<file path="config.mk">
export PLATFORM = sky130hd
export DESIGN_NAME = layer7_weight_loader
export DESIGN_NICKNAME = d
export VERILOG_FILES = /design/src/rtl/layer7_weight_loader.sv
export SDC_FILE = /design/constraint.sdc
export NUM_CORES = 1
export LEC_CHECK = 0
export CORE_ASPECT_RATIO = 0.9
export CORE_MARGIN = 4
export CORE_UTILIZATION = 45
export CTS_CLUSTER_SIZE = 16
export DETAILED_ROUTE_END_ITERATION = 10
export PLACE_DENSITY = 0.81
export SLEW_MARGIN = 20
export SYNTH_ARGS = -nofsm -noshare
export SYNTH_HDL_FRONTEND = slang
export SYNTH_SLANG_ARGS = --single-unit
export TNS_END_PERCENT = 30
</file>
<file path="constraint.sdc">
create_clock -name clk -period 5.19 [get_ports clk]
set_input_delay 1.038 -clock clk [delete_from_list [all_inputs] [get_ports clk]]
set_output_delay 1.038 -clock clk [all_outputs]
set_load 0.05 [all_outputs]
</file>
<file path="src/rtl/layer7_weight_loader.sv">
// Weight loader for the layer-7 local weight memory: fetches packed 32-bit words over a req/ack
// read port and streams them as 16-bit weights, lower half first, one per cycle.
module layer7_weight_loader #(
   parameter int unsigned WEIGHT_NUM  = 400,
   parameter int unsigned ADDR_STRIDE = 4
) (
   input  logic        clk,
   input  logic        rst,
   input  logic        start,
   input  logic [31:0] base_addr,
   output logic        mem_req,
   output logic [31:0] mem_addr,
   input  logic        mem_ack,
   input  logic [31:0] mem_rdata,
   output logic        write_weight_signal,
   output logic [15:0] write_weight_data,
   output logic [15:0] write_weight_addr,
   output logic        busy,
   output logic        weight_store_done
);

   typedef enum logic [1:0] {StIdle, StReq, StLo, StHi} state_e;

   localparam logic [15:0] LastIdx = 16'(WEIGHT_NUM - 1);

   state_e      state_q, state_d;
   logic [31:0] base_q, base_d;
   logic [15:0] word_idx_q, word_idx_d;
   logic [15:0] weight_cnt_q, weight_cnt_d;
   logic [31:0] hold_q, hold_d;
   logic        busy_q, busy_d;
   logic        done_q, done_d;

   always_ff @(posedge clk or posedge rst) begin
      if (rst) begin
         state_q      <= StIdle;
         base_q       <= '0;
         word_idx_q   <= '0;
         weight_cnt_q <= '0;
         hold_q       <= '0;
         busy_q       <= 1'b0;
         done_q       <= 1'b0;
      end else begin
         state_q      <= state_d;
         base_q       <= base_d;
         word_idx_q   <= word_idx_d;
         weight_cnt_q <= weight_cnt_d;
         hold_q       <= hold_d;
         busy_q       <= busy_d;
         done_q       <= done_d;
      end
   end

   always_comb begin
      state_d      = state_q;
      base_d       = base_q;
      word_idx_d   = word_idx_q;
      weight_cnt_d = weight_cnt_q;
      hold_d       = hold_q;
      busy_d       = busy_q;
      done_d       = done_q;
      case (state_q)
         StIdle: begin
            if (start) begin
               base_d       = base_addr;
               word_idx_d   = '0;
               weight_cnt_d = '0;
               done_d       = 1'b0;
               busy_d       = 1'b1;
               state_d      = StReq;
            end
         end
         StReq: begin
            // Ack only counts here; acks seen in any other state are dropped.
            if (mem_ack) begin
               hold_d     = mem_rdata;
               word_idx_d = word_idx_q + 16'd1;
               state_d    = StLo;
            end
         end
         StLo: begin
            weight_cnt_d = weight_cnt_q + 16'd1;
            state_d      = StHi;
         end
         StHi: begin
            weight_cnt_d = weight_cnt_q + 16'd1;
            if (weight_cnt_q == LastIdx) begin
               done_d  = 1'b1;
               busy_d  = 1'b0;
               state_d = StIdle;
            end else begin
               state_d = StReq;
            end
         end
         default: state_d = StIdle;
      endcase
   end

   // All outputs decode flop state only, so nothing combinational passes from input to output.
   always_comb begin
      mem_req             = (state_q == StReq);
      mem_addr            = '0;
      write_weight_signal = (state_q == StLo) || (state_q == StHi);
      write_weight_data   = '0;
      write_weight_addr   = '0;
      if (mem_req) begin
         mem_addr = base_q + 32'(ADDR_STRIDE) * 32'(word_idx_q);
      end
      if (state_q == StLo) begin
         write_weight_data = hold_q[15:0];
      end else if (state_q == StHi) begin
         write_weight_data = hold_q[31:16];
      end
      if (write_weight_signal) begin
         write_weight_addr = weight_cnt_q;
      end
   end

   assign busy              = busy_q;
   assign weight_store_done = done_q;

endmodule

</file>
==> results of run 1 <==
## per-stage QoR
step / hold slack, ps / setup WS [ps] / instances
5_1_grt: 526 / 347 / 911
3_3_place_gp: 481 / 957 / 895
4_1_cts: 512 / 487 / 911
3_5_place_dp: 493 / 878 / 895
6_report: 511 / 535 / 911
2_1_floorplan: 471 / 1120 / 618
## cell type report
cell class	count	share of cell area, %
multi-input cells	480	42.9
flip-flops and latches	100	32.1
repair buffers	140	17.8
clock buffers	9	2.89
well taps	164	2.63
clock inverters	7	1.01
inverters	11	0.562
## synth_stat cells (8+ instances only)
master,instances
sky130_fd_sc_hd__xor2_1,18
sky130_fd_sc_hd__nand2b_1,22
sky130_fd_sc_hd__nand2_1,72
sky130_fd_sc_hd__xnor2_1,12
sky130_fd_sc_hd__and3_1,8
sky130_fd_sc_hd__and2_1,28
sky130_fd_sc_hd__o21ai_0,29
sky130_fd_sc_hd__nand4_1,14
sky130_fd_sc_hd__a21o_1,10
sky130_fd_sc_hd__mux2_2,64
sky130_fd_sc_hd__nand3_1,22
sky130_fd_sc_hd__a21oi_1,30
sky130_fd_sc_hd__inv_1,11
sky130_fd_sc_hd__mux2i_1,17
sky130_fd_sc_hd__clkbuf_1,21
sky130_fd_sc_hd__nor2_1,45
sky130_fd_sc_hd__dfrtp_1,100
sky130_fd_sc_hd__ha_1,22
## worst reg2reg max path, delay by kind of cell (launching register included)
kind | cells | cell delay, ps
xor+xnor | 1 | 190
fa+ha+maj | 1 | 890
buf+inv | 1 | 110
flops | 1 | 420
mux | 1 | 330
simple gates | 4 | 1060
## sequential cells by signal (all words and copies together) (netlist names)
| register | flops |
|---|---|
| busy | 1 |
| weight_store_done | 1 |
| state_q | 2 |
| word_idx_q | 16 |
| hold_q | 32 |
| base_q | 32 |
| weight_cnt_q | 16 |
## cell families (layout without fill, tap and decap cells)
group | count (synthesis) | after routing | synth area share [%]
AOI/OAI and AO/OA | 105 | 105 | 11.2
xor gates and xnor gates | 30 | 30 | 4.38
adders and majority gates | 23 | 23 | 4.93
buffers and inverters | 38 | 167 | 2.46
DFF | 100 | 100 | 41.8
muxes | 81 | 81 | 14.9
and+or+nand+nor | 241 | 241 | 20.4
## metal layers
metal | GRT usage [%] | vias to the layer above
met5 | 0 | -
met3 | 4.54 | 20
met2 | 31.6 | 176
met1 | 27.7 | 2431
met4 | 4.29 | 0
li1 | - | 2413
## power groups by stage
stage	combinational, mW	clock, mW	sequential, mW
floorplan	1.89	0	1.28
global placement	2.59	0	1.31
detailed placement	2.64	0	1.33
CTS	2.65	0.700	1.32
global route	2.84	0.729	1.37
finish	2.64	0.681	1.33
## path summary, 6_finish.rpt
path	start	endpoint	depth (start not counted)
setup reg to reg	state_q[1]	word_idx_q[13]	8
hold reg to reg	hold_q[27]	hold_q[27]	1
setup / recovery	word_idx_q[0]	mem_addr[28]	10
min in group asynchronous	rst	base_q[28]	2
max in group asynchronous	rst	hold_q[27]	3
hold / removal	hold_q[27]	hold_q[27]	1
==> results.md, run 1 <==
Logic synthesis:
- The register bit count reported by yosys is 100.
- The top-area cell type share of the netlist area is 41.8%.
- The mean post-synth cell area is 9.70 um^2.
- The post-synthesis instance area is 0.00599 mm^2.
- The biggest area contributor in the post-synthesis netlist is sky130_fd_sc_hd__dfrtp_1.
- For this run, the number of Yosys warnings is 0.
- In the post-synthesis netlist, the biggest area contributors are sky130_fd_sc_hd__dfrtp_1 42%, sky130_fd_sc_hd__mux2_2 12%, sky130_fd_sc_hd__ha_1 4.6%, sky130_fd_sc_hd__nand2_1 4.5%, sky130_fd_sc_hd__and2_1 2.9%.
- The count of flip-flops with a built-in enable after synthesis is 0.
- Counting flops with an async set or reset pin after synthesis yields a share of 100%.
- The number of distinct library cell variants in the gate-level netlist after synthesis is 53.
- Sequential elements use 41.8% of the synthesized area.
- The number of instances in the synthesized netlist is 618.
- The most used flip-flop cell after synthesis is sky130_fd_sc_hd__dfrtp_1.
- The number of nets produced by synthesis is 709.

STA:
- In this run the tightest slew margin relative to its limit is 30.4%.
- The count of final max-slew check failures is 0.
- The summed negative setup slack over all endpoints is 0 ps.
- At the pin with the least slew margin, the transition time is 1040 ps.
- Setup repair after global routing left no endpoint under its margin.
- The number of hold violations in the final report is 0.
- The worst setup skew after layout is 8.02 ps.
- The highest clock rate is 215 MHz.
- The clock period could shrink to 4650 ps.
- The final setup violation count is 0.
- The final clock period utilization by the worst path is 89.7%.

Detailed routing:
- The via-per-instance ratio is 5.53.
- The detail-routed net length per standard cell is 16.6 um.
- The detail route stage leaves a number of antenna-violating nets equal to 0.
- The met1 wire length is 6870 um.
- The detailed-routed wire length on met3 is 1010 um.
- After the first detailed-routing iteration, the DRC count stood at 339.
- The wire length on met2 is 7080 um.
- Signal routing reaches up to met4.
- The number of detailed-route iterations in the first pass is 5.
- The vias after detailed routing is 5040.
- After detailed routing, the number of remaining DRC violations is 0.
- After detailed routing, the total wire length is 15200 um.

Power:
- The clock network is responsible for 14.7% of the overall power.
- The internal portion of the total power is 2.44 mW.
- The power density over the cells is 596 mW/mm^2.
- Of the total power, combinational logic draws 56.8%.
- The cell leakage power is 3.28 nW.
- VDD sags by at most 0.000401 V.
- The switching share of power is 47.4%.
- The design draws 4.65 mW.
- The power dissipated by switching net loads is 2.20 mW.
- The sequential group share of total power is 28.5%.

CTS:
- The master cell of the clock root buffer is sky130_fd_sc_hd__clkbuf_16.
- CTS saw 100 sinks.
- Once the clock tree was built, the resizer swapped 0 gates to a different size.
- The deepest clock path buffer count is 2.
- The clock insertion delay at the later pin of the skew report is 350 ps.
- TritonCTS created 9 clock buffers.
- The clock tree from TritonCTS is built.
- The number of H-tree branching levels is 3.
- In this run, post-CTS hold repair placed 0 buffers.
- Once the clock tree was built, the setup fixing pass inserted 0 buffers.
- The clock transition at the registers of the reported paths is 80 ps.

Place:
- Summing all placed instances gives a cell area of 0.00749 mm^2.
- Once detailed placement completed, the half-perimeter wirelength came to 11100 um.
- The routability-driven placement congestion ratio is 0.883.
- Port buffering added 135 buffers.

Critical path:
- The arrival time at the worst endpoint is 3620 ps.
- The worst setup path is of the reg2out kind.
- The worst setup path is launched from a flop.
- The number of buffer and inverter instances along the worst setup path is 2.
- The maximum fanout along the worst path is 6.
- The cell type group with the largest total delay on the critical path is buffers and inverters.
- For this design, the slowest cell found on the critical path is sky130_fd_sc_hd__clkdlybuf4s50_1.
- STA classifies the critical path endpoint as a primary output.
- The required time at the endpoint of the critical path is 4150 ps.
- The reg-to-reg setup timing slack is 2060 ps.
- The critical path goes through ha_1 > inv_1 > fa_1 > nand2b_1 > a21o_1 > a31oi_1 > nor2_1 > o31ai_1 > mux2i_1 > clkdlybuf4s50_1.
- The delay of the slowest cell on the worst path is 820 ps.

Final layout:
- The most common cell after layout, fill and taps aside is sky130_fd_sc_hd__clkdlybuf4s50_1.
- The finished cells cover 0.00779 mm^2.
- The final layout contains 833 nets.
- From synthesis to final layout, the design area changed by 30.0%.
- The area used by multi-input combinational logic is 0.00335 mm^2.
- The top cell types in the final layout, fill and taps aside, are 135 x sky130_fd_sc_hd__clkdlybuf4s50_1, 100 x sky130_fd_sc_hd__dfrtp_1, 72 x sky130_fd_sc_hd__nand2_1.
- In the final layout, the share of cells above drive strength 1 is 12.6%.
- In the final layout, flip-flops and latches occupy 0.00250 mm^2.
- The filler cell count in the final layout is 1095.
- Cells fill 60.5% of the core in the end.
- The number of antenna diodes in the final layout is 0.

Floorplanning:
- The cell row count is 39.
- The die height is 117 um.
- The initial core utilization is 46.5%.
- In this run the horizontal extent of the chip is 130 um.
- The area of the die is 0.0152 mm^2.
- The top-level I/O count is 136.
- The total area inside the core boundary comes to 0.0129 mm^2.

GRT:
- Global routing used 19.9% of the available tracks across all layers.
- The total global routing overflow is 0.
- The via count of the first global-routing pass is 5058.
- The largest net degree at the start of global routing is 68.
- The first-pass GRT wire length is 24900 um.
- The initial antenna violation count came to 0.

Flow run:
- The number of violations of the max-capacitance limit is 0.

Worst hold path:
- The worst hold path belongs to the class reg2reg.

Status:
- The flow ran to the end, and the final reports show no timing, DRC or antenna violations.
Power figures use the tool's default switching activity.
==> run 2: changes to the inputs <==
--- a/config.mk
+++ b/config.mk
@@ -11,7 +11,6 @@
 export CTS_CLUSTER_SIZE = 16
 export DETAILED_ROUTE_END_ITERATION = 10
 export PLACE_DENSITY = 0.81
-export SLEW_MARGIN = 20
 export SYNTH_ARGS = -nofsm -noshare
 export SYNTH_HDL_FRONTEND = slang
 export SYNTH_SLANG_ARGS = --single-unit
==> results of run 2 <==
The final DEF is identical to that of run 1; final timing and power are the same.
==> run 3: changes to the inputs <==
--- a/config.mk
+++ b/config.mk
@@ -7,10 +7,9 @@
 export LEC_CHECK = 0
 export CORE_ASPECT_RATIO = 0.9
 export CORE_MARGIN = 4
-export CORE_UTILIZATION = 45
-export CTS_CLUSTER_SIZE = 16
+export CORE_UTILIZATION = 50
 export DETAILED_ROUTE_END_ITERATION = 10
-export PLACE_DENSITY = 0.81
+export PLACE_DENSITY = 0.88
 export SYNTH_ARGS = -nofsm -noshare
 export SYNTH_HDL_FRONTEND = slang
 export SYNTH_SLANG_ARGS = --single-unit
==> run 3 against run 2 <==
  * Worst setup slack better by 49 ps
  * Die area decreased by 9.4%
  * Hold slack worse by 2.4 ps
  * Combinational power barely moved
  * Sequential share of layout area hardly changed
  * Clock-buffer cell count stayed put
  * Total power increased by 0.87%
  * First-iteration DRC count is 19% lower
  * Design area up 0.11%
  * Cell count decreased by 0.88%
  * Fmax up 1.1%
  * Critical endpoint unchanged
  * Largest cell class unchanged
  * Largest power group unchanged
==> results.md, run 3 (same netlist as run 1, synthesis figures left out) <==
Critical path:
- STA classifies the critical path endpoint as a primary output.
- The worst register-to-register path begins at state_q[1].
- The worst register-to-register path ends at word_idx_q[15].
- The maximum fanout along the worst path is 6 (unchanged).
- The required time at the endpoint of the critical path is 4150 ps (about the same).
- Tracing the worst setup path back leads to its startpoint at word_idx_q[0].
- The startpoint type of the worst setup path is a flop.
- The arrival time at the worst endpoint came to 3570 ps (-50 ps).
- The reg-to-reg setup timing slack is 2110 ps (+50 ps).
- The critical path is of the reg2out type.
- The path depth of the worst reg2reg path is 8 (unchanged).

Detailed routing:
- The number of DRC markers in iteration 0 is 275 (-19%).
- The detail-routed net length per standard cell is 16.4 um (-1.5%).
- The number of detailed-route iterations in the first pass was 5 (unchanged).
- The top metal layer carrying routed signals is met4.
- The final routed wirelength across all metal layers is 14800 um (-2.4%).
- The wire length on met2 is 7150 um (+1.1%).
- The vias after detailed routing is 5031 (-0.18%).
- The via-per-instance ratio came to 5.57 (+0.71%).
- The met1 wire length is 6310 um (-8.1%).
- The count of antenna-violating nets left after detailed routing is 0 (unchanged).
- The detailed-routed wire length on met3 is 1040 um (+2.6%).
- The residual DRC count came to 0 (unchanged).

Place:
- The placed cell count is 887 (-0.89%).
- The total half-perimeter wirelength after legalization and detailed placement is 10900 um (-1.5%).
- The routability-driven placement congestion ratio was 0.904 (+2.4%).
- The cell area after placement is 0.00748 mm^2 (-0.13%).
- The number of port buffers is 135 (unchanged).

Floorplanning:
- The die height is 112 um (-4.8%).
- The initial core utilization came to 51.8% (+5.3 points).
- The placeable core region is 0.0116 mm^2 (-10%).
- The area of the die is 0.0138 mm^2 (-9.4%).
- The die width was 123 um (-4.8%).
- The cell row count is 37 (-5.1%).
- The top-level I/O count is 136 (unchanged).

Power:
- The largest voltage drop on the vdd net is 0.000507 V (+26%).
- The power density over the cells is 601 mW/mm^2 (+0.76%).
- The cell leakage power is 3.29 nW (+0.23%).

GRT:
- The largest net degree at the start of global routing is 72 (+5.9%).
- The first-pass GRT wire length is 24500 um (-1.5%).
- The total global routing overflow is 0 (unchanged).
- The initial antenna violation count came to 0 (unchanged).
- The overall routing resource usage is 21.8% (+1.9 points).
- The via count of the first global-routing pass is 5116 (+1.1%).

STA:
- The final clock period utilization by the worst path is 88.8% (-0.94 points).
- The count of final max-slew check failures was 0 (unchanged).
- The number of hold violations in the final report is 0 (unchanged).
- The summed negative setup slack over all endpoints is 0 ps (unchanged).
- The shortest period the worst path allows was 4610 ps (-48.6 ps).
- The transition at the pin with the smallest max-transition slack came to 1000 ps (-39.8 ps).
- The highest clock rate came to 217 MHz (+1.1%).
- The relative max-transition margin is 32.8% (+2.4 points).
- Setup repair after global routing left no endpoint under its margin.
- The worst setup skew after layout came to 8.61 ps (+0.587 ps).
- The final setup violation count came to 0 (unchanged).

CTS:
- Clock tree synthesis selected as its root buffer the cell sky130_fd_sc_hd__clkbuf_16.
- The number of H-tree branching levels is 3 (unchanged).
- The clock sink count was 100 (unchanged).
- The clock transition at the registers of the reported paths is 80 ps (about the same).
- The total clock buffers created by CTS is 9 (unchanged).
- The clock tree from TritonCTS is built.
- The clock insertion delay at the later pin of the skew report came to 350 ps (about the same).
- The deepest clock path buffer count is 2 (unchanged).
- The number of setup buffers added after CTS is 0 (unchanged).
- The total of cells resized after clock tree synthesis came to 0 (unchanged).
- The count of hold buffers inserted by post-cts repair was 0 (unchanged).

Final layout:
- The share of final-layout standard cells stronger than drive strength 1 is 12.6% (unchanged).
- The final layout net count is 833 (unchanged).
- The layout-stage area growth over the synthesis result is 30.1%.
- In the final layout, the registers with the most flip-flops are base_q (32), hold_q (32).
- The final design instance area without fill is 0.00780 mm^2 (+0.11%).
- The most common cell after layout, fill and taps aside is sky130_fd_sc_hd__clkdlybuf4s50_1.
- The post-route non-filler standard cell count is 903 (-0.88%).
- The library cells used most frequently in the layout, excluding fill and tap cells, are 135 x sky130_fd_sc_hd__clkdlybuf4s50_1, 100 x sky130_fd_sc_hd__dfrtp_1, 72 x sky130_fd_sc_hd__nand2_1.
- The count of inserted antenna diode cells is 0 (unchanged).

Worst hold path:
- The worst min-delay path class is reg2reg.
- The number of cells on the worst hold path is 1 (unchanged).
- The sink of the worst hold path is hold_q[17].
- The launch instance of the worst min-delay path is hold_q[17].

Status:
- The flow ran to the end, and the final reports show no timing, DRC or antenna violations.

Flow run:
- The number of violations of the max-capacitance limit is 0 (unchanged).
## run 3: cell count changes in the layout (fill, tap and decap cells not counted)
cell / previous run / this run
sky130_fd_sc_hd__bufinv_16: 0 / 1
sky130_fd_sc_hd__clkinv_4: 1 / 2
sky130_fd_sc_hd__inv_6: 3 / 2
sky130_fd_sc_hd__inv_8: 1 / 0
## run 3: area by class of cell
cell class	count	area (um^2)
inverters	11	43.8
flip-flops and latches	100	2500
clock inverters	7	97.6
well taps	156	195
clock buffers	9	225
fillers	858	3770
multi-input cells	480	3350
repair buffers	140	1390
## run 3: power breakdown
group	internal [mW]	switching, mW
clock network	0.387	0.323
logic	1.02	1.63
registers	1.08	0.242
total	2.49	2.20
## run 3: worst max-delay path by stage
stage,endpoint,slack (ps),cells past startpoint
final,mem_addr[28],580,10
after global routing,mem_addr[28],330,10
after CTS,mem_addr[28],580,10
after detailed placement,mem_addr[28],990,10
after global placement,mem_addr[28],990,10
after floorplan,mem_addr[18],1120,6
## run 3: per-stage QoR
stage	setup WS [ps]	utilization, %	hold slack (ps)	power, mW
floorplan	1120	-	471	3.17
global route	332	67.4	528	4.98
finish	584	67.4	508	4.69
CTS	581	67.4	512	4.71
global placement	994	64.6	481	3.87
detailed placement	992	64.6	494	3.98
## run 3: worst max-delay path, cell delays in order, from the launching register on
cell and delay (ps):
sky130_fd_sc_hd__dfrtp_1 440, sky130_fd_sc_hd__ha_1 200, sky130_fd_sc_hd__inv_1 50, sky130_fd_sc_hd__fa_1 390, sky130_fd_sc_hd__nand2b_1 190, sky130_fd_sc_hd__a21o_1 190, sky130_fd_sc_hd__a31oi_1 200, sky130_fd_sc_hd__nor2_1 160
sky130_fd_sc_hd__o31ai_1 340, sky130_fd_sc_hd__mux2i_1 240, sky130_fd_sc_hd__clkdlybuf4s50_1 830
## run 3: layer usage
layer	vias up	track usage, %
met5	-	0
met4	0	4.80
met3	28	7.11
met2	198	36.1
met1	2387	27.8
li1	2418	-
==> patch 1 (settings of run 1) <==
Make the reset (`rst`) synchronous in one clocked block.
--- a/src/rtl/layer7_weight_loader.sv
+++ b/src/rtl/layer7_weight_loader.sv
@@ -31,7 +31,7 @@
    logic        busy_q, busy_d;
    logic        done_q, done_d;
 
-   always_ff @(posedge clk or posedge rst) begin
+   always_ff @(posedge clk) begin
       if (rst) begin
          state_q      <= StIdle;
          base_q       <= '0;
Check against the original RTL: differs if rst is asserted again (counterexample within 4 cycles, from zero or initial values and one cycle with rst high); with rst held inactive, the same outputs for 4 cycles.
==> patch 1 against run 1 <==
- design area is 5.0% lower
- via count is 10% higher
- wire length is 0.47% higher
- sequential cell count stayed put
- clock skew is 0.74 ps higher
- worst setup slack better by 18 ps
- synthesized area is 5.3% lower
Power is not compared: it rests on default switching activity, and its combinational part moved more than twofold at a synthesized area within 25%.
==> patch 1: results <==
group,metric,value,unit
status,status,"completed",
synthesis,yosysWarnings,0,
hold_path,min_path_type,"flop to flop",
global_route,grt_pass1_wl,24.92,mm
timing,finalClockSkew,8.765,ps
clocking,clockRootBuffer,"clkbuf_16",
synthesis,synthFlopType,"dfxtp_1",
clocking,post_cts_buffers,0,
worst_setup_path,crit_path_start,"word_idx_q[0]$_SDFFE_PP0P_",
route,viasPerCell,5.252,
worst_setup_path,r2r_cells,10,
synthesis,synth_area_leaders,"dfxtp_1 35%, nand2_1 13%, a21oi_1 8.9%, ha_1 4.9%, nor2_1 4.5%",
worst_setup_path,endpoint,"mem_addr[24]",
synthesis,yosysSeqAreaShare,35.27,%
place,dpl.cell_count,1040,
route,firstDrtPassIters,5,
finish,nFillCells,1125,
place,gp_congestion,0.9312,
synthesis,synth_commonest_cells,"202 x nand2_1, 101 x a21oi_1, 100 x dfxtp_1, 68 x nor2_1, 39 x o21ai_0",
global_route,grt_pass1_vias,5234,
synthesis,syn-instance-count,783,
global_route,grt_max_degree,56,
clocking,numCtsBuffers,9,
timing,worstMarginPinSlew,1143,ps
route,drtIter0Drc,375,
hold_path,hold_depth,2,
power_and_ir_drop,leakagePower,0.002680,uW
finish,drive_gt1_share,4.129,%
synthesis,async_flop_share,0,%
worst_setup_path,crit_path_max_fanout,8,
route,wl_per_cell,14.43,microns
place,portBuffers,135,
clocking,clkTransAtPathRegs,80,ps
finish,nets,982,
worst_setup_path,regToRegSetupSlack,1880,ps
timing,setup_slack,552.7,ps
global_route,grtUsageTotal,20.57,%
power_and_ir_drop,vdd_drop_max,0.2425,mV
clocking,htree_levels,3,
worst_setup_path,r2r_end,"weight_cnt_q[9]$_SDFFE_PP0P_",
place,dp_slack,935.0,ps
synthesis,synth_fp_nets,874,
worst_setup_path,crit_family,"buffers and inverters",
route,routed-via-count,5546,
place,dp_hpwl,10.98,mm
clocking,cts_resized,0,
worst_setup_path,r2r_start,"state_q[0]$_SDFFE_PP0P_",
synthesis,synth.distinct_cells,55,
worst_setup_path,cp.arrival,3600,ps
## patch 1: changes by cell type after synthesis, sizes merged, moves of 14 or more
cell / run 1 / this run
a21oi: 31 / 101
nor2: 47 / 69
nand2: 72 / 202
mux2: 64 / 0
dfrtp: 100 / 0
clkbuf: 21 / 35
dfxtp: 0 / 100
## patch 1: metrics by stage
stage | utilization (%) | power, uW | area [sq um]
after floorplan | - | 1658 | 5675
after CTS | 60.54 | 2660 | 7397
after global placement | 58.03 | 1942 | 7091
final | 60.55 | 2640 | 7398
after global routing | 60.55 | 2800 | 7398
after detailed placement | 58.03 | 1957 | 7091
## patch 1: worst min path at each step
stage	startpoint	end	slack [ps]
after floorplan	base_q[0]$_SDFFE_PP0P_	base_q[0]$_SDFFE_PP0P_	430
after global placement	base_q[1]$_SDFFE_PP0P_	base_q[1]$_SDFFE_PP0P_	440
after detailed placement	base_q[0]$_SDFFE_PP0P_	base_q[0]$_SDFFE_PP0P_	440
after CTS	base_q[0]$_SDFFE_PP0P_	base_q[0]$_SDFFE_PP0P_	450
after global routing	hold_q[30]$_SDFFE_PP0P_	hold_q[30]$_SDFFE_PP0P_	480
final	base_q[0]$_SDFFE_PP0P_	base_q[0]$_SDFFE_PP0P_	450
## patch 1: power by group
part / internal (uW) / total [uW] / switching (uW)
Combinational: 311 / 997 / 687
Sequential: 863 / 941 / 78.1
Clock: 385 / 702 / 317
Total: 1560 / 2640 / 1080
## patch 1: layer usage
layer	part of all wire [%]	GRT usage (%)	wire [microns]
met5	0	0	0
met4	1.4	5.147	216
met3	7.1	6.856	1079
met2	44	32.86	6752
met1	47	26.91	7191
## patch 1: cells by family (layout without fill, tap and decap cells)
kind of cell	Yosys count	after routing	share of synthesized area, %
XOR/XNOR	32	32	4.938
flip-flops	100	100	35.27
buffers and inverters	57	170	3.968
AO/OA/AOI/OAI	183	183	18.87
AND/OR/NAND/NOR	378	378	29.98
multiplexers	10	10	1.764
adder cells (fa/ha/maj)	23	23	5.203
## patch 1: cell type report
cell class | count | share of cell area, %
Sequential cell | 100 | 27.06
Timing Repair Buffer | 141 | 18.81
Clock inverter | 6 | 1.049
Clock buffer | 10 | 3.095
Tap cell | 160 | 2.706
Inverter | 13 | 0.6596
Multi-Input combinational cell | 626 | 46.63
## patch 1: worst register-to-register path: stages, from the launching register on
cell,delay [ps]
dfxtp_1,360
inv_1,100
ha_1,200
buf_4,230
nor2_2,360
inv_1,330
o21ai_0,970
nor2_1,270
nand4_1,190
xor2_1,150
nor2_1,50
==> patch 2 (settings of run 1) <==
Made on the original files. `WEIGHT_NUM`: 400 -> 200.
--- a/src/rtl/layer7_weight_loader.sv
+++ b/src/rtl/layer7_weight_loader.sv
@@ -1,7 +1,7 @@
 // Weight loader for the layer-7 local weight memory: fetches packed 32-bit words over a req/ack
 // read port and streams them as 16-bit weights, lower half first, one per cycle.
 module layer7_weight_loader #(
-   parameter int unsigned WEIGHT_NUM  = 400,
+   parameter int unsigned WEIGHT_NUM  = 200,
    parameter int unsigned ADDR_STRIDE = 4
 ) (
    input  logic        clk,
Check against the original RTL: same outputs for any inputs over 4 cycles, from zero or initial values and one cycle with rst high; that may be too few to reach the edited logic, so the function may still have changed.
==> patch 2 against run 1 <==
- worst setup slack worse by 350 ps
- sequential power about the same
- wire length down 4.2%
- first-iteration DRC count down 18%
- total power down 0.32%
- core utilization up 1.2 points
- count of clock-buffer cells in the layout up 1
- design area down 3.0%
- sequential cell count unchanged
- synthesized area down 3.9%
- critical endpoint is now mem_addr[22]
- largest power group unchanged
==> patch 2: results <==
group,metric,value,unit
place,place_area,7249,sq um
finish,synthToLayoutAreaGrowth,31.26,%
global_route,grtUsageTotal,19.95,%
route,drtIter0Drc,279,
finish,num-multi-input-gates,447,
place,dpl.cell_count,863,
synthesis,synth_area_leaders,"dfrtp_1 43%, mux2_2 13%, ha_1 4.8%, nand2_1 3.9%, xor2_1 3.8%",
synthesis,synth_xor_area_share,5.323,%
worst_setup_path,crit_family,"compound AO/OA/AOI/OAI gates",
timing,worstMarginPinSlew,1018,ps
place,gp_congestion,0.9461,
finish,bufAreaShareNonClock,18.65,%
power_and_ir_drop,leakagePower,0.003249,uW
status,status,"completed",
finish,n_all_inverters,14,
global_route,grt_pass1_vias,4933,
synthesis,synth_compound_area_share,11.58,%
synthesis,synth_commonest_cells,"100 x dfrtp_1, 65 x mux2_2, 60 x nand2_1, 47 x nor2_1, 42 x o21ai_0",
worst_setup_path,regToRegSetupSlack,2620,ps
worst_setup_path,crit_path_max_fanout,13,
global_route,grt_pass1_wl,23.56,mm
worst_setup_path,r2r_start,"state_q[0]$_DFFE_PP0P_",
worst_setup_path,endpoint,"mem_addr[22]",
worst_setup_path,cp.arrival,3970,ps
finish,nNonClkBuffers,142,
place,dp_slack,375.1,ps
synthesis,synth_fa_ha_area_share,5.127,%
finish,clkbuf_count,10,
## patch 2: layer usage
metal  vias up  share of wire, %  track usage [%]
li1       2327                 -                -
met4         0               1.3            5.361
met5         -                 0                0
met1      2282                43            24.19
met2       161                50            34.52
met3        21               5.8            6.410
## patch 2: cell families (layout without fill, tap and decap cells)
group,after synthesis,in the layout
and+or+nand+nor,212,212
AOI/OAI and AO/OA,111,111
DFF,100,100
muxes,66,66
buffers and inverters,42,172
xor gates and xnor gates,35,35
adders and majority gates,23,23
## patch 2: where the power goes
group	switching [uW]	leakage (uW)	internal, uW	total [uW]
clock network	313	0.000144	379	692
logic	1620	0.00186	992	2610
registers	241	0.00124	1090	1330
## patch 2: what timing repair did
action	4_1_cts	5_1_grt
resized for setup	1	4
gates cloned	0	0
endpoints found under the setup margin	1	5
